<file path="src/rtl/multicycle_ctrl.sv">
// Multi-cycle MIPS control FSM: sequences fetch/decode/execute/memory/writeback and
// drives every datapath select and enable, with a bounded memory wait and sticky trap.
module multicycle_ctrl #(
  parameter int MEM_WAIT_MAX = 15
) (
  input  logic       i_clk,
  input  logic       i_rst,
  input  logic [5:0] i_opcode,
  input  logic [5:0] i_funct,
  input  logic       i_alu_zero,
  input  logic       i_alu_overflow,
  input  logic       i_mem_ready,
  output logic       o_pc_write,
  output logic [1:0] o_pc_src,
  output logic       o_ir_write,
  output logic       o_iord,
  output logic       o_mem_read,
  output logic       o_mem_write,
  output logic       o_reg_write,
  output logic       o_reg_dst,
  output logic       o_mem_to_reg,
  output logic [1:0] o_alu_src_a,
  output logic [1:0] o_alu_src_b,
  output logic       o_ext_signed,
  output logic [3:0] o_alu_op,
  output logic       o_ovf_trap,
  output logic       o_trap,
  output logic [3:0] o_state
);

  localparam int CW = (MEM_WAIT_MAX < 1) ? 1 : $clog2(MEM_WAIT_MAX + 1);

  localparam logic [5:0] OP_RTYPE = 6'h00;
  localparam logic [5:0] OP_LW    = 6'h23;
  localparam logic [5:0] OP_SW    = 6'h2B;
  localparam logic [5:0] OP_BEQ   = 6'h04;
  localparam logic [5:0] OP_J     = 6'h02;
  localparam logic [5:0] OP_ADDI  = 6'h08;
  localparam logic [5:0] OP_ORI   = 6'h0D;

  localparam logic [5:0] FN_ADD = 6'h20;
  localparam logic [5:0] FN_SUB = 6'h22;
  localparam logic [5:0] FN_AND = 6'h24;
  localparam logic [5:0] FN_OR  = 6'h25;
  localparam logic [5:0] FN_SLT = 6'h2A;
  localparam logic [5:0] FN_SLL = 6'h00;

  localparam logic [3:0] ALU_ADD = 4'd0;
  localparam logic [3:0] ALU_SUB = 4'd1;
  localparam logic [3:0] ALU_AND = 4'd2;
  localparam logic [3:0] ALU_OR  = 4'd3;
  localparam logic [3:0] ALU_SLT = 4'd4;
  localparam logic [3:0] ALU_SLL = 4'd5;

  typedef enum logic [3:0] {
    S_FETCH    = 4'd0,
    S_DECODE   = 4'd1,
    S_MEM_ADDR = 4'd2,
    S_MEM_RD   = 4'd3,
    S_MEM_WB   = 4'd4,
    S_MEM_WR   = 4'd5,
    S_R_EXEC   = 4'd6,
    S_R_WB     = 4'd7,
    S_BRANCH   = 4'd8,
    S_JUMP     = 4'd9,
    S_I_EXEC   = 4'd10,
    S_I_WB     = 4'd11,
    S_TRAP     = 4'd15
  } state_t;

  state_t        r_state, w_next;
  logic [CW-1:0] r_wait_cnt;
  logic          r_ovf;

  logic w_funct_ok, w_r_addsub, w_wait_st, w_timeout;

  assign w_funct_ok = (i_funct == FN_ADD) || (i_funct == FN_SUB) || (i_funct == FN_AND) ||
                      (i_funct == FN_OR)  || (i_funct == FN_SLT) || (i_funct == FN_SLL);
  assign w_r_addsub = (i_funct == FN_ADD) || (i_funct == FN_SUB);
  assign w_wait_st  = (r_state == S_FETCH) || (r_state == S_MEM_RD) || (r_state == S_MEM_WR);
  // ready in the final allowed cycle still wins over the timeout
  assign w_timeout  = w_wait_st && !i_mem_ready && (r_wait_cnt == CW'(MEM_WAIT_MAX));

  always_ff @(posedge i_clk or negedge i_rst) begin
    if (!i_rst) begin
      r_state    <= S_FETCH;
      r_wait_cnt <= '0;
      r_ovf      <= 1'b0;
    end else begin
      r_state <= w_next;
      if (w_next != r_state)
        r_wait_cnt <= '0;
      else if (w_wait_st && !i_mem_ready)
        r_wait_cnt <= r_wait_cnt + 1'b1;
      // overflow is sampled in EXEC so the WB decision ignores later flag changes
      if (r_state == S_R_EXEC)
        r_ovf <= i_alu_overflow && w_r_addsub;
      else if (r_state == S_I_EXEC)
        r_ovf <= i_alu_overflow && (i_opcode == OP_ADDI);
    end
  end

  always_comb begin
    w_next       = r_state;
    o_pc_write   = 1'b0;
    o_pc_src     = 2'd0;
    o_ir_write   = 1'b0;
    o_iord       = 1'b0;
    o_mem_read   = 1'b0;
    o_mem_write  = 1'b0;
    o_reg_write  = 1'b0;
    o_reg_dst    = 1'b0;
    o_mem_to_reg = 1'b0;
    o_alu_src_a  = 2'd0;
    o_alu_src_b  = 2'd0;
    o_ext_signed = 1'b1;
    o_alu_op     = ALU_ADD;
    o_ovf_trap   = 1'b0;
    o_trap       = 1'b0;
    case (r_state)
      S_FETCH: begin
        o_mem_read  = 1'b1;
        o_alu_src_b = 2'd1;
        if (i_mem_ready) begin
          o_ir_write = 1'b1;
          o_pc_write = 1'b1;
          w_next     = S_DECODE;
        end else if (w_timeout) begin
          w_next = S_TRAP;
        end
      end
      S_DECODE: begin
        o_alu_src_b = 2'd3;
        case (i_opcode)
          OP_RTYPE:       w_next = w_funct_ok ? S_R_EXEC : S_TRAP;
          OP_LW, OP_SW:   w_next = S_MEM_ADDR;
          OP_BEQ:         w_next = S_BRANCH;
          OP_J:           w_next = S_JUMP;
          OP_ADDI, OP_ORI: w_next = S_I_EXEC;
          default:        w_next = S_TRAP;
        endcase
      end
      S_R_EXEC: begin
        o_alu_src_a = (i_funct == FN_SLL) ? 2'd2 : 2'd1;
        case (i_funct)
          FN_SUB:  o_alu_op = ALU_SUB;
          FN_AND:  o_alu_op = ALU_AND;
          FN_OR:   o_alu_op = ALU_OR;
          FN_SLT:  o_alu_op = ALU_SLT;
          FN_SLL:  o_alu_op = ALU_SLL;
          default: o_alu_op = ALU_ADD;
        endcase
        w_next = S_R_WB;
      end
      S_R_WB: begin
        o_reg_dst   = 1'b1;
        o_reg_write = !r_ovf;
        o_ovf_trap  = r_ovf;
        w_next      = S_FETCH;
      end
      S_I_EXEC: begin
        o_alu_src_a = 2'd1;
        o_alu_src_b = 2'd2;
        if (i_opcode == OP_ORI) begin
          o_alu_op     = ALU_OR;
          o_ext_signed = 1'b0;
        end
        w_next = S_I_WB;
      end
      S_I_WB: begin
        o_reg_write = !r_ovf;
        o_ovf_trap  = r_ovf;
        w_next      = S_FETCH;
      end
      S_MEM_ADDR: begin
        o_alu_src_a = 2'd1;
        o_alu_src_b = 2'd2;
        w_next      = (i_opcode == OP_LW) ? S_MEM_RD : S_MEM_WR;
      end
      S_MEM_RD: begin
        o_iord     = 1'b1;
        o_mem_read = 1'b1;
        if (i_mem_ready)    w_next = S_MEM_WB;
        else if (w_timeout) w_next = S_TRAP;
      end
      S_MEM_WB: begin
        o_reg_write  = 1'b1;
        o_mem_to_reg = 1'b1;
        w_next       = S_FETCH;
      end
      S_MEM_WR: begin
        o_iord      = 1'b1;
        o_mem_write = 1'b1;
        if (i_mem_ready)    w_next = S_FETCH;
        else if (w_timeout) w_next = S_TRAP;
      end
      S_BRANCH: begin
        o_alu_src_a = 2'd1;
        o_alu_op    = ALU_SUB;
        o_pc_src    = 2'd1;
        o_pc_write  = i_alu_zero;
        w_next      = S_FETCH;
      end
      S_JUMP: begin
        o_pc_src   = 2'd2;
        o_pc_write = 1'b1;
        w_next     = S_FETCH;
      end
      S_TRAP: begin
        o_trap = 1'b1;
        w_next = S_TRAP;
      end
      default: w_next = S_TRAP;
    endcase
  end

  assign o_state = r_state;

endmodule
</file>
<file path="config.mk">
export PLATFORM = sky130hd
export DESIGN_NAME = multicycle_ctrl
export DESIGN_NICKNAME = d
export VERILOG_FILES = /design/src/rtl/multicycle_ctrl.sv
export SDC_FILE = /design/constraint.sdc
export NUM_CORES = 1
export LEC_CHECK = 0
export ABC_AREA = 1
export CAP_MARGIN = 30
export CORE_MARGIN = 3
export CORE_UTILIZATION = 43
export CTS_CLUSTER_SIZE = 40
export DETAILED_ROUTE_END_ITERATION = 6
export PLACE_DENSITY = 0.88
export REMOVE_ABC_BUFFERS = 1
export SYNTH_ARGS = -nofsm -noshare
export SYNTH_HDL_FRONTEND = slang
export SYNTH_SLANG_ARGS = --single-unit
</file>
<file path="constraint.sdc">
create_clock -name i_clk -period 2.3 [get_ports i_clk]
set_input_delay 0.69 -clock i_clk [delete_from_list [all_inputs] [get_ports i_clk]]
set_output_delay 0.69 -clock i_clk [all_outputs]
set_load 0.02 [all_outputs]
</file>
-- Word-level counts from Yosys, hierarchy flattened
Cells that the tools add are included.
- muxes and demuxes: 32
- $add $sub $neg: 1
- equal/unequal tests: 25
- reductions and logical operators: 26
- operators with widths (operator ; number):
    $eq A6 B6 Y1 const B ; 7
    $pmux W4 S8 ; 1
    $mux W4 ; 7
    $eq A4 B4 Y1 const B ; 6
    $pmux W4 S5 ; 1
    $eq A4 B3 Y1 const B ; 4
    $pmux W3 S5 ; 1
    $mux W1 ; 13
    $eq A6 B4 Y1 const B ; 2
    $logic_not A6 Y1 ; 2
    $reduce_or A2 Y1 ; 6
    $pmux W3 S3 ; 1
    $eq A4 B2 Y1 const B ; 2
    $pmux W2 S2 ; 2
    $logic_or A1 B1 Y1 ; 7
    $eq A6 B2 Y1 const B ; 1
    $eq A6 B3 Y1 const B ; 1
    $pmux W2 S3 ; 1
    $reduce_or A5 Y1 ; 1
    $add A4 B1 Y4 const B ; 1
    $eq A4 B1 Y1 const B ; 1
    $logic_and A1 B1 Y1 ; 4
    $logic_not A4 Y1 ; 1
    $mux W2 ; 2
    other kinds (7) ; 9
- output and inout port bits: 25
- bits of input ports: 17
- register bits: 9

-- Depth between registers and ports, before layout
Gate-level depths: netlist of run 1.
- depth after elaboration: 11
- depth in mapped cells: 15

-- Least setup slack after synthesis of run 1
No wires, ideal clock.
- kind: register -> output
- start point: register r_state[2], in the netlist o_state[2]
- end point: output port o_alu_op[0]
- buffers on the path: 1
- data required time: 1.610 ns
- arrival time: 1.617 ns
- cell stages (with the launch flop): 7
- slack: -0.007 ns
- path through: dfrtp_1 buf_4 inv_2 nor2_2 nand2_2 or2_2 o2111ai_1
- word-level cells in the longest chain between the ends: 2
- RTL lines (element ; RTL line ; source):
    start: declaration ; 71 ; state_t r_state, w_next;
    start signal: assignment ; 90 ; r_state <= w_next;
    $eq A4 B4 Y1 / $eq A4 B3 Y1 (equally long branches) ; 120 ; case (r_state)
    $pmux W3 S3 (*) ; 120 ;
    end: declaration ; 25 ; output logic [3:0] o_alu_op,
Mark *: on every way between the ends. The rest lies on a longest branch, timed or not.

-- Final worst setup path of run 1
- start point: register r_state[3], in the netlist o_state[3]
- end point: output port o_alu_op[0]
Same word-level chain as after synthesis.

==> results of run 1 <==
flip-flops by register name, indices dropped and copies added, names as in the netlist:
signal	cells
r_wait_cnt	4
o_state	4
r_ovf	1
cells in the mapped netlist (all sizes together) (2+ instances only):
cell type,instances,area share (%)
nand2,52,22
nor2,47,17
inv,33,12
nand3,14,8.7
dfrtp,9,21
a21oi,6,3.5
o21ai,6,2.8
nand4,3,1.8
o22ai,3,1.8
buf,2,1.4
xor2,2,1.7
per-layer routing:
metal,routed length (µm),track usage (%),vias to the layer above
met5,0,0,-
met4,840,17.36,0
met3,933,5.336,113
met2,3115,57.94,256
met1,2177,35.92,856
li1,-,-,798
path summary, 6_finish.rpt:
| kind | endpoint | startpoint | cells past startpoint | slack, ns |
|---|---|---|---|---|
| max reg2reg | r_wait_cnt[3] | o_state[1] | 15 | 0.03 |
| min | r_wait_cnt[0] | r_wait_cnt[0] | 2 | 0.64 |
| min in group asynchronous | o_state[0] | i_rst | 1 | 0.73 |
| max | o_alu_op[0] | o_state[3] | 7 | -0.19 |
| max in group asynchronous | o_state[2] | i_rst | 1 | 1.21 |
| min reg2reg | r_wait_cnt[0] | r_wait_cnt[0] | 2 | 0.64 |
kinds of logic (layout without fill, tap and decap cells):
| logic type | after synthesis | in the layout | share of synthesized area, % |
|---|---|---|---|
| buffers and inverters | 35 | 143 | 13.12 |
| adder cells (fa/ha/maj) | 1 | 1 | 1.182 |
| AO/OA/AOI/OAI | 19 | 19 | 11.11 |
| XOR/XNOR | 3 | 3 | 2.483 |
| other | 1 | 1 | 0.3543 |
| flip-flops | 9 | 9 | 21.28 |
| AND/OR/NAND/NOR | 118 | 118 | 50.47 |
power groups by stage:
| stage | Sequential (mW) | Clock (mW) | Combinational [mW] |
|---|---|---|---|
| after floorplan | 0.306 | 0 | 0.782 |
| after global placement | 0.246 | 0 | 1.65 |
| after detailed placement | 0.248 | 0 | 1.70 |
| after CTS | 0.245 | 0.127 | 1.66 |
| after global routing | 0.261 | 0.136 | 1.98 |
| final | 0.262 | 0.138 | 1.91 |
critical path, delay by kind of cell (launching register included):
kind | cells | cell delay [ns]
AO/OA/AOI/OAI | 1 | 0.08
buffers and inverters | 4 | 0.64
flip-flops | 1 | 0.45
AND/OR/NAND/NOR | 2 | 0.35
area by class of cell:
| type | instances | area, µm² | area share (%) |
|---|---|---|---|
| multi-input combinational | 142 | 860.8 | 41.10 |
| timing repair buffer | 106 | 823.3 | 39.31 |
| sequential | 9 | 225.2 | 10.75 |
| inverter | 33 | 123.9 | 5.914 |
| tap | 28 | 35.03 | 1.673 |
| clock buffer | 4 | 26.28 | 1.254 |
repair_timing:
item                                    CTS  global route
pin swaps                                14            15
endpoints found under the setup margin   24            20
buffers inserted                          8             5
gates resized for setup                 117            53
==> metrics.log, run 1 <==
INFO  metric status = finished, violations left
INFO  metric violations = setup timing
INFO  metric pin_count = 42
INFO  metric tritoncts = yes
INFO  metric routabilityCongestion = 0.9012
INFO  metric critical_path.cell_chain = inv_1 -> nor2_2 -> buf_4 -> nand4_1 -> buf_4 -> o2111ai_4 -> buf_6
INFO  metric grt_antenna_before_repair = 0
INFO  metric timing.final.crit_share = 108.3%
INFO  metric power_switching = 1.265 mW
INFO  metric arrival = 1.80 ns
INFO  metric totalNegativeSetupSlack = -1.101 ns
INFO  metric avgRoutedWirePerCell = 21.94 µm
INFO  metric routed_via_density = 6.283
INFO  metric core.rowCount = 17
INFO  metric antenna_cells = 0
INFO  metric clock_tree.root_cell = clkbuf_4
INFO  metric dp_hpwl = 3.107 mm
INFO  metric path_common_cell = buf_4
INFO  metric mostFrequentLayoutCell = buf_4
INFO  metric insertion_delay = 0.28 ns
INFO  metric synth.cell_area = 1059 µm²
INFO  metric worst_hold_margin = 0.6414 ns
INFO  metric critical_path.max_fanout = 4
INFO  metric clockPowerShare = 6.0%
INFO  metric placedInstanceArea = 1877 µm²
INFO  metric synthFlopType = dfrtp_1
INFO  metric asyncSetResetFlopFracSynth = 100.0%
INFO  metric synth.distinct_cells = 28
INFO  metric hold_viol_final = 0
INFO  metric relative_slew_slack = 66.86%
INFO  metric p_int = 1.045 mW
INFO  metric fin_crit = 2.491 ns
INFO  metric post-route-util = 92.03%
INFO  metric tightest_slew = 0.4956 ns
INFO  metric min-delay-path-class = reg -> reg
INFO  metric detail_route_antenna_nets = 0
INFO  metric netSwitchingFraction = 54.77%
INFO  metric ctsHtreeMaxLevel = 1
INFO  metric die_w = 55.62 µm
INFO  metric clkTransAtPathRegs = 0.09 ns
INFO  metric worstSetupEndpointType = output port
INFO  metric largest_vdd_supply_drop = 1.008 mV
INFO  metric clock_tree.buffer_depth = 2
INFO  metric synth_enable_flop_cells = 0
INFO  metric layoutNonFillerInstCount = 322
INFO  metric cp_data_required_time = 1.61 ns
INFO  metric drtPass1Iterations = 6
INFO  metric final-max-slew-violation-count = 0
INFO  metric static-leakage-power = 1.157 nW
INFO  metric cts_hold_repair.buffers = 0
INFO  metric cap_viol_max_count = 0
INFO  metric nNetsFinal = 313
INFO  metric synth.yosys.seq_area_share = 21.28%
INFO  metric detailedRoute.firstIterationViolations = 294
INFO  metric cp_slowest_stage_delay = 0.45 ns
INFO  metric placeableCoreArea = 2276 µm²
INFO  metric overflow = 0
INFO  metric layout_skew = 0.02218 ns
INFO  metric die_outline_area = 3093 µm²
INFO  metric layout.cell_area.non_filler = 2095 µm²
INFO  metric first_global_vias = 1,755
INFO  metric setup_viol = 15
INFO  metric drt_wl_total = 7.066 mm
INFO  metric yosys_warnings = 0
INFO  metric total_via_count_in_the_routed_design = 2,023
INFO  metric grt_first_pass_wirelength = 7.921 mm
INFO  metric power = 2.310 mW
INFO  metric share_comb_of_total_power = 82.7%
INFO  metric postLayoutSetupSlackWorst = -0.1909 ns
INFO  metric clock-sinks = 9
INFO  metric grt_use_total = 32.28%
INFO  metric chipHeight = 55.62 µm
INFO  metric crit_path_top_delay_cell = dfrtp_1
INFO  metric final_cell_mix = buf_4, nand2_1, nor2_1
INFO  metric power.density_cell_area = 1103 nW/µm²
INFO  metric fmax = 401.5 MHz
INFO  metric postSynthCellCount = 186
INFO  metric power.share.sequential = 11.3%
INFO  metric cts-buffers-inserted = 3
INFO  metric placement.io_buffers = 40
INFO  metric drive_gt1_share = 53.40%
INFO  metric ys_ff_latch = 9
INFO  metric grt_start_max_net_pins = 10
INFO  metric drt_drc_violations_left = 0
INFO  metric setup_crit_start_kind = flip-flop
INFO  metric grt_setup_unrepaired = yes
INFO  metric final.fill_count = 96
INFO  metric setup.worst_path.class = reg -> out
INFO  metric avgSynthCellArea = 5.691 µm²
INFO  metric post-place-ws = -0.9694 ns
INFO  metric initial_core_util = 46.51%
INFO  metric relative_area_change_from_synthesis_to_final_layout = 97.87%
INFO  metric place_inst = 305
Note: power is estimated with default switching activity, not from simulation.
==> run 2: changes to the inputs <==
--- a/config.mk
+++ b/config.mk
@@ -8,10 +8,10 @@
 export ABC_AREA = 1
 export CAP_MARGIN = 30
 export CORE_MARGIN = 3
-export CORE_UTILIZATION = 43
+export CORE_UTILIZATION = 39
 export CTS_CLUSTER_SIZE = 40
 export DETAILED_ROUTE_END_ITERATION = 6
-export PLACE_DENSITY = 0.88
+export PLACE_DENSITY = 0.85
 export REMOVE_ABC_BUFFERS = 1
 export SYNTH_ARGS = -nofsm -noshare
 export SYNTH_HDL_FRONTEND = slang
==> constraint.sdc (replaced) <==
create_clock -name i_clk -period 2 [get_ports i_clk]
set_input_delay 0.6 -clock i_clk [delete_from_list [all_inputs] [get_ports i_clk]]
set_output_delay 0.6 -clock i_clk [all_outputs]
set_load 0.02 [all_outputs]
==> run 2 against run 1 <==
Against the previous run: the flow now stops in global routing; synthesized cell count is the same; area after synthesis is the same.
==> metrics.log, run 2 <==
INFO  metric synthDominantCellAreaShare = 21.28% (unchanged)
INFO  metric postSynthCellCount = 186 (unchanged)
INFO  metric chipHeight = 58.10 µm (was 55.62 µm)
INFO  metric synthMostInstantiatedCell = nor2_1 (unchanged)
INFO  metric terminating_stage_of_the_flow = global routing
INFO  metric clock_tree.root_cell = clkbuf_4 (unchanged)
INFO  metric synth.cell_area = 1059 µm² (unchanged)
INFO  metric asyncSetResetFlopFracSynth = 100.0% (unchanged)
INFO  metric cts-buffers-inserted = 3 (unchanged)
INFO  metric post-synth-top-area-cell = dfrtp_1 (unchanged)
INFO  metric worstEndpointType = primary output
INFO  metric routabilityCongestion = 0.9075 (was 0.9012)
INFO  metric die_w = 58.10 µm (was 55.62 µm)
INFO  metric synthFlopType = dfrtp_1 (unchanged)
INFO  metric worst_endpoint = o_alu_op[0]
INFO  metric avgSynthCellArea = 5.691 µm² (unchanged)
INFO  metric placement.io_buffers = 40 (unchanged)
INFO  metric status = did not finish (was finished, violations left)
INFO  metric initial_core_util = 41.96% (was 46.51%)
INFO  metric synth.distinct_cells = 28 (unchanged)
INFO  metric place_inst = 313 (was 305)
INFO  metric post_synth_most_frequent_cells = nor2_1, nand2_1, inv_1, nand3_1, dfrtp_1 (unchanged)
INFO  metric run.stop_error = [ERROR DPL-0038] Utilization greater than 100%, impossible to legalize
INFO  metric ctsHtreeMaxLevel = 1 (unchanged)
INFO  metric core.rowCount = 18 (was 17)
INFO  metric grt_start_max_net_pins = 10
INFO  metric post-place-ws = -1.086 ns (was -0.9694 ns)
INFO  metric synth.area.top_cells = dfrtp_1, nor2_1, nand2_1, inv_1, nand3_1 (unchanged)
INFO  metric yosys_warnings = 0 (unchanged)
INFO  metric clock-sinks = 9 (unchanged)
INFO  metric ys_ff_latch = 9 (unchanged)
INFO  metric pin_count = 42 (unchanged)
INFO  metric synth_enable_flop_cells = 0 (unchanged)
INFO  metric dp_hpwl = 3.068 mm (was 3.107 mm)
INFO  metric synth.yosys.seq_area_share = 21.28% (unchanged)
INFO  metric clock_tree.buffer_depth = 2 (unchanged)
[run 2: cell counts after synthesis]
No cell type changed its count.
[run 2: repair_timing]
item,CTS
gates resized for setup,194
hold buffers,0
endpoints found under the setup margin,29
gates cloned,0
pin swaps,21
setup buffers,18
[run 2: per-stage QoR]
stage                     utilization (%)  instance area [µm²]
after detailed placement            76.29                 1924
after global placement              76.29                 1924
after floorplan                         -                 1044
after CTS                           85.71                 2162
[run 2: cell families after synthesis]
logic type      share of synthesized area, %
other cells                           0.3543
compound gates                         11.11
xor+xnor                               2.483
fa+ha+maj                              1.182
simple gates                           50.47
buf+inv                                13.12
flops                                  21.28
==> run 3: changes to the inputs <==
--- a/config.mk
+++ b/config.mk
@@ -7,11 +7,10 @@
 export LEC_CHECK = 0
 export ABC_AREA = 1
 export CAP_MARGIN = 30
-export CORE_MARGIN = 3
-export CORE_UTILIZATION = 39
-export CTS_CLUSTER_SIZE = 40
+export CORE_AREA = 3 3 64 66
 export DETAILED_ROUTE_END_ITERATION = 6
-export PLACE_DENSITY = 0.85
+export DIE_AREA = 0 0 67 69
+export PLACE_DENSITY_LB_ADDON = 0.15
 export REMOVE_ABC_BUFFERS = 1
 export SYNTH_ARGS = -nofsm -noshare
 export SYNTH_HDL_FRONTEND = slang
==> constraint.sdc (replaced) <==
create_clock -name i_clk -period 2.6 [get_ports i_clk]
set_input_delay 0.78 -clock i_clk [delete_from_list [all_inputs] [get_ports i_clk]]
set_output_delay 0.78 -clock i_clk [all_outputs]
set_load 0.02 [all_outputs]
==> run 3 against run 2 <==
Against the previous run: the run now ends clean.
==> metrics.log, run 3 (synthesized netlist as in run 1, its figures left out) <==
INFO  metric placedInstanceArea = 1797 µm² (was 1924 µm²)
INFO  metric hold_viol_final = 0
INFO  metric grt_first_pass_wirelength = 5.885 mm
INFO  metric final_cell_mix = buf_4, nand2_1, nor2_1
INFO  metric ctsHtreeMaxLevel = 1 (unchanged)
INFO  metric die_outline_area = 4623 µm²
INFO  metric critical_path.top_delay_family = buffers and inverters
INFO  metric timing.final.crit_share = 97.60%
INFO  metric antenna_cells = 0
INFO  metric fin_crit = 2.538 ns
INFO  metric drtPass1Iterations = 4
INFO  metric nNetsFinal = 301
INFO  metric cts-buffers-inserted = 3 (unchanged)
INFO  metric min-delay-path-class = reg -> reg
INFO  metric fmax = 394.1 MHz
INFO  metric cts_hold_repair.buffers = 0 (unchanged)
INFO  metric setup_crit_start_kind = input pin
INFO  metric critical_path.cell_chain = clkdlybuf4s15_1 -> buf_4 -> nor2_4 -> nand3_4 -> nor2_4 -> a31oi_1 -> o2111ai_2 -> buf_4
INFO  metric overflow = 0
INFO  metric cp_slowest_stage_delay = 0.20 ns
INFO  metric path_buf_inv = 3
INFO  metric final-max-slew-violation-count = 0
INFO  metric tritoncts = yes
INFO  metric detail_route_antenna_nets = 0
INFO  metric worstSetupEndpointType = output port
INFO  metric status = finished clean (was did not finish)
INFO  metric static-leakage-power = 1.105 nW
INFO  metric routed_via_density = 4.373
INFO  metric power.density_cell_area = 878.1 nW/µm²
INFO  metric core.rowCount = 22 (was 18)
INFO  metric relative_area_change_from_synthesis_to_final_layout = 87.35%
INFO  metric chipHeight = 69 µm (was 58.10 µm)
INFO  metric cp_data_required_time = 1.82 ns
INFO  metric placement.io_buffers = 40 (unchanged)
INFO  metric post-route-util = 54.58%
INFO  metric routabilityCongestion = 0.7547 (was 0.9075)
INFO  metric clkTransAtPathRegs = 0.04 ns
INFO  metric placeableCoreArea = 3633 µm²
INFO  metric worst_hold_margin = 0.5752 ns
INFO  metric setup_viol = 0
INFO  metric drive_gt1_share = 40.07%
INFO  metric layout_skew = 0.003510 ns
INFO  metric detailedRoute.firstIterationViolations = 24
INFO  metric initial_core_util = 29.13% (was 41.96%)
INFO  metric grt_antenna_before_repair = 0
INFO  metric drt_drc_violations_left = 0
INFO  metric first_global_vias = 1,433
INFO  metric total_via_count_in_the_routed_design = 1,443
INFO  metric pin_count = 42 (unchanged)
INFO  metric layout.cell_area.non_filler = 1983 µm²
INFO  metric arrival = 1.76 ns
INFO  metric cap_viol_max_count = 0
INFO  metric grt_start_max_net_pins = 10
INFO  metric setup.worst_path.class = in -> out
INFO  metric insertion_delay = 0.23 ns
INFO  metric grt_use_total = 15.79%
INFO  metric die_w = 67 µm (was 58.10 µm)
INFO  metric clock-sinks = 9 (unchanged)
INFO  metric dp_hpwl = 2.847 mm (was 3.068 mm)
INFO  metric mostFrequentLayoutCell = buf_4
INFO  metric clock_tree.root_cell = clkbuf_8 (was clkbuf_4)
INFO  metric postLayoutSetupSlackWorst = 0.06236 ns
INFO  metric critical_path.max_fanout = 4
INFO  metric clock_tree.buffer_depth = 2 (unchanged)
INFO  metric crit_path_top_delay_cell = clkdlybuf4s15_1
INFO  metric avgRoutedWirePerCell = 10.92 µm
INFO  metric post-place-ws = -0.7857 ns (was -1.086 ns)
INFO  metric power = 1.741 mW
INFO  metric drt_wl_total = 3.603 mm
INFO  metric largest_vdd_supply_drop = 0.6409 mV
==> run 3: timing repair <==
| action | in CTS | in global routing |
|---|---|---|
| pin swaps | 8 | 13 |
| gates resized for setup | 63 | 27 |
| endpoints found under the hold margin | 0 | 0 |
| setup buffers | 13 | 2 |
| setup endpoints to repair | 15 | 11 |
==> run 3: final timing paths <==
path | from | endpoint | slack, ns | cells after the start
min in group asynchronous | i_rst | o_state[2] | 0.86 | 1
max reg2reg | o_state[2] | r_wait_cnt[2] | 0.76 | 14
min | r_wait_cnt[2] | r_wait_cnt[2] | 0.58 | 2
max in group asynchronous | i_rst | o_state[3] | 1.43 | 1
max | i_funct[1] | o_alu_op[0] | 0.06 | 8
min reg2reg | r_wait_cnt[2] | r_wait_cnt[2] | 0.58 | 2
==> run 3: area by class of cell <==
cell class | instances | area (µm²)
tap | 48 | 60.06
fill | 394 | 1650
inverter | 33 | 123.9
timing repair buffer | 94 | 747.0
clock buffer | 4 | 45.04
multi-input combinational | 142 | 782.0
sequential | 9 | 225.2
==> run 3: power by group <==
group | leakage, nW | switching (mW) | total, mW | internal [mW]
sequential | 0.119 | 0.0442 | 0.223 | 0.179
clock | 0.0228 | 0.0569 | 0.164 | 0.107
combinational | 0.963 | 0.749 | 1.35 | 0.606
total | 1.11 | 0.850 | 1.74 | 0.892
==> run 3: worst min-delay path, delay by kind of cell, from the launching register on <==
family,cells,cell delay (ns)
flip-flops,1,0.37
AND/OR/NAND/NOR,1,0.08
XOR/XNOR,1,0.08
==> run 3: per-stage QoR <==
stage	instances	setup TNS [ns]
detailed placement	311	-4.833
finish	330	0
global placement	311	-4.688
global route	330	-0.07348
CTS	328	-0.01327
floorplan	184	0
==> run 3: layer usage <==
metal | wire length [µm] | track usage, % | vias up
li1 | - | - | 770
met5 | 0 | 0 | -
met3 | 112 | 1.629 | 9
met1 | 1606 | 19.80 | 644
met4 | 79 | 6.081 | 0
met2 | 1805 | 26.97 | 20
==> run 4: changes to the inputs <==
--- a/config.mk
+++ b/config.mk
@@ -7,9 +7,9 @@
 export LEC_CHECK = 0
 export ABC_AREA = 1
 export CAP_MARGIN = 30
-export CORE_AREA = 3 3 64 66
+export CORE_AREA = 2 2 63 65
 export DETAILED_ROUTE_END_ITERATION = 6
-export DIE_AREA = 0 0 67 69
+export DIE_AREA = 0 0 65 67
 export PLACE_DENSITY_LB_ADDON = 0.15
 export REMOVE_ABC_BUFFERS = 1
 export SYNTH_ARGS = -nofsm -noshare
==> run 4 against run 3 <==
Against the previous run: clock skew up 0.0022 ns; wire length down 4.3%; die area down 5.8%; cell area down 7.2%; non-clock buffer count down 18; sequential cell count unchanged; highest routed layer unchanged.
==> metrics.log, run 4 (synthesized netlist as in run 1, its figures left out) <==
INFO  metric nNetsFinal = 283 (was 301)
INFO  metric cts_hold_repair.buffers = 0 (unchanged)
INFO  metric crit_path_top_delay_cell = clkdlybuf4s50_1 (was clkdlybuf4s15_1)
INFO  metric placeableCoreArea = 3606 µm² (was 3633 µm²)
INFO  metric tritoncts = yes (unchanged)
INFO  metric cap_viol_max_count = 0 (unchanged)
INFO  metric setup.worst_path.start = o_state[2] (was i_funct[1])
INFO  metric clock_tree.root_cell = clkbuf_8 (unchanged)
INFO  metric routabilityCongestion = 0.8100 (was 0.7547)
INFO  metric min-delay-path-class = reg -> reg (unchanged)
INFO  metric relative_area_change_from_synthesis_to_final_layout = 73.88% (was 87.35%)
INFO  metric detailedRoute.firstIterationViolations = 66 (was 24)
INFO  metric layout_skew = 0.005684 ns (was 0.003510 ns)
INFO  metric final_cell_mix = nand2_1, buf_4, nor2_1 (was buf_4, nand2_1, nor2_1)
INFO  metric worstSetupEndpointType = output port (unchanged)
INFO  metric grt_antenna_before_repair = 0 (unchanged)
INFO  metric drt_drc_violations_left = 0 (unchanged)
INFO  metric cp_data_required_time = 1.82 ns (about the same)
INFO  metric placement.io_buffers = 40 (unchanged)
INFO  metric min-delay-start = r_wait_cnt[3] (was r_wait_cnt[2])
INFO  metric die_w = 65 µm (was 67 µm)
INFO  metric grt_setup_unrepaired = no
INFO  metric worst_hold_margin = 0.5593 ns (was 0.5752 ns)
INFO  metric cts-buffers-inserted = 3 (unchanged)
INFO  metric power.density_cell_area = 894.9 nW/µm² (was 878.1 nW/µm²)
INFO  metric dp_hpwl = 2.761 mm (was 2.847 mm)
INFO  metric clock-sinks = 9 (unchanged)
INFO  metric overflow = 0 (unchanged)
INFO  metric static-leakage-power = 1.065 nW (was 1.105 nW)
INFO  metric path_buf_inv = 3 (unchanged)
INFO  metric setup.worst_path.class = reg -> out (was in -> out)
INFO  metric first_global_vias = 1,343 (was 1,433)
INFO  metric critical_path.cell_chain = buf_4 -> nor2_2 -> inv_2 -> o22ai_1 -> clkdlybuf4s50_1 (was clkdlybuf4s15_1 -> buf_4 -> nor2_4 -> nand3_4 -> nor2_4 -> a31oi_1 -> o2111ai_2 -> buf_4)
INFO  metric initial_core_util = 29.35% (was 29.13%)
INFO  metric drtPass1Iterations = 4 (unchanged)
INFO  metric routed_via_density = 4.503 (was 4.373)
INFO  metric pin_count = 42 (unchanged)
INFO  metric antenna_cells = 0 (unchanged)
INFO  metric reg2reg_slack = 0.75 ns (was 0.76 ns)
INFO  metric chipHeight = 67 µm (was 69 µm)
INFO  metric insertion_delay = 0.24 ns (was 0.23 ns)
INFO  metric total_via_count_in_the_routed_design = 1,405 (was 1,443)
INFO  metric die_outline_area = 4355 µm² (was 4623 µm²)
INFO  metric critical_path.top_delay_family = buffers and inverters (unchanged)
INFO  metric ctsHtreeMaxLevel = 1 (unchanged)
INFO  metric setup_crit_start_kind = flip-flop (was input pin)
INFO  metric status = finished clean (unchanged)
INFO  metric setup_viol = 0 (unchanged)
INFO  metric core.rowCount = 22 (unchanged)
INFO  metric grt_start_max_net_pins = 10 (unchanged)
INFO  metric largest_vdd_supply_drop = 0.5426 mV (was 0.6409 mV)
INFO  metric cp_slowest_stage_delay = 0.64 ns (was 0.20 ns)
INFO  metric timing.final.crit_share = 98.54% (was 97.60%)
INFO  metric drt_wl_total = 3.447 mm (was 3.603 mm)
INFO  metric critical_path.max_fanout = 6 (was 4)
INFO  metric hold_viol_final = 0 (unchanged)
INFO  metric fin_crit = 2.562 ns (was 2.538 ns)
INFO  metric mostFrequentLayoutCell = nand2_1 (was buf_4)
INFO  metric r2r-start = o_state[2] (unchanged)
INFO  metric clkTransAtPathRegs = 0.05 ns (was 0.04 ns)
INFO  metric fmax = 390.3 MHz (was 394.1 MHz)
INFO  metric post-route-util = 51.04% (was 54.58%)
INFO  metric avgRoutedWirePerCell = 11.05 µm (was 10.92 µm)
INFO  metric clock_tree.buffer_depth = 2 (unchanged)
INFO  metric arrival = 1.78 ns (was 1.76 ns)
INFO  metric grt_use_total = 16.78% (was 15.79%)
INFO  metric detail_route_antenna_nets = 0 (unchanged)
INFO  metric drive_gt1_share = 34.85% (was 40.07%)
INFO  metric final-max-slew-violation-count = 0 (unchanged)
INFO  metric grt_first_pass_wirelength = 5.733 mm (was 5.885 mm)
==> run 4: path summary, 6_finish.rpt <==
kind / end / depth (start not counted)
setup / recovery: o_alu_src_b[1] / 5
hold / removal: r_wait_cnt[3] / 2
setup reg to reg: r_wait_cnt[2] / 14
hold reg to reg: r_wait_cnt[3] / 2
max in group asynchronous: r_ovf / 1
min in group asynchronous: r_wait_cnt[2] / 1
==> run 4: area by class of cell <==
| class | instances | area (µm²) |
|---|---|---|
| clock buffers | 4 | 45.04 |
| multi-input cells | 142 | 749.5 |
| flip-flops and latches | 9 | 225.2 |
| well taps | 48 | 60.06 |
| repair buffers | 76 | 636.9 |
| fillers | 397 | 1765 |
| inverters | 33 | 123.9 |
==> run 4: repair_timing <==
action                                 CTS  global route
cloned                                   0             0
endpoints found under the hold margin    0             0
pin swaps                                9             8
setup buffers                            6             1
setup endpoints to repair               14            14
gates resized for setup                 68            25
==> run 4: power breakdown <==
| group | switching [mW] | leakage [nW] | internal (mW) |
|---|---|---|---|
| Sequential | 0.0504 | 0.119 | 0.179 |
| Clock | 0.0655 | 0.0228 | 0.108 |
| Combinational | 0.731 | 0.924 | 0.514 |
| Total | 0.847 | 1.07 | 0.800 |
==> run 4: tightest hold or removal path: cells and delay by family, from the launching register on <==
family,cells,cell delay [ns]
simple gates,1,0.09
xor+xnor,1,0.07
flops,1,0.35
==> run 4: through the flow <==
step / TNS, ns / power (mW) / setup slack, ns / cell area (µm²) / cells
6_report: 0 / 1.647 / 0.03790 / 1841 / 312
2_1_floorplan: 0 / 0.9630 / 0.1365 / 1044 / 184
5_1_grt: 0 / 1.783 / 0.001619 / 1841 / 312
4_1_cts: -0.01956 / 1.651 / -0.01956 / 1822 / 312
3_3_place_gp: -4.633 / 1.508 / -0.8126 / 1729 / 302
3_5_place_dp: -4.796 / 1.503 / -0.8300 / 1729 / 302
==> run 4: metal layers <==
| layer | global-route usage (%) | wire, µm | share of wire, % | vias to the layer above |
|---|---|---|---|---|
| met5 | 0 | 0 | 0 | - |
| met4 | 5.585 | 44 | 1.3 | 0 |
| met3 | 1.858 | 184 | 5.3 | 6 |
| met2 | 27.19 | 1490 | 43 | 42 |
| met1 | 23.08 | 1728 | 50 | 623 |
| li1 | - | - | - | 734 |
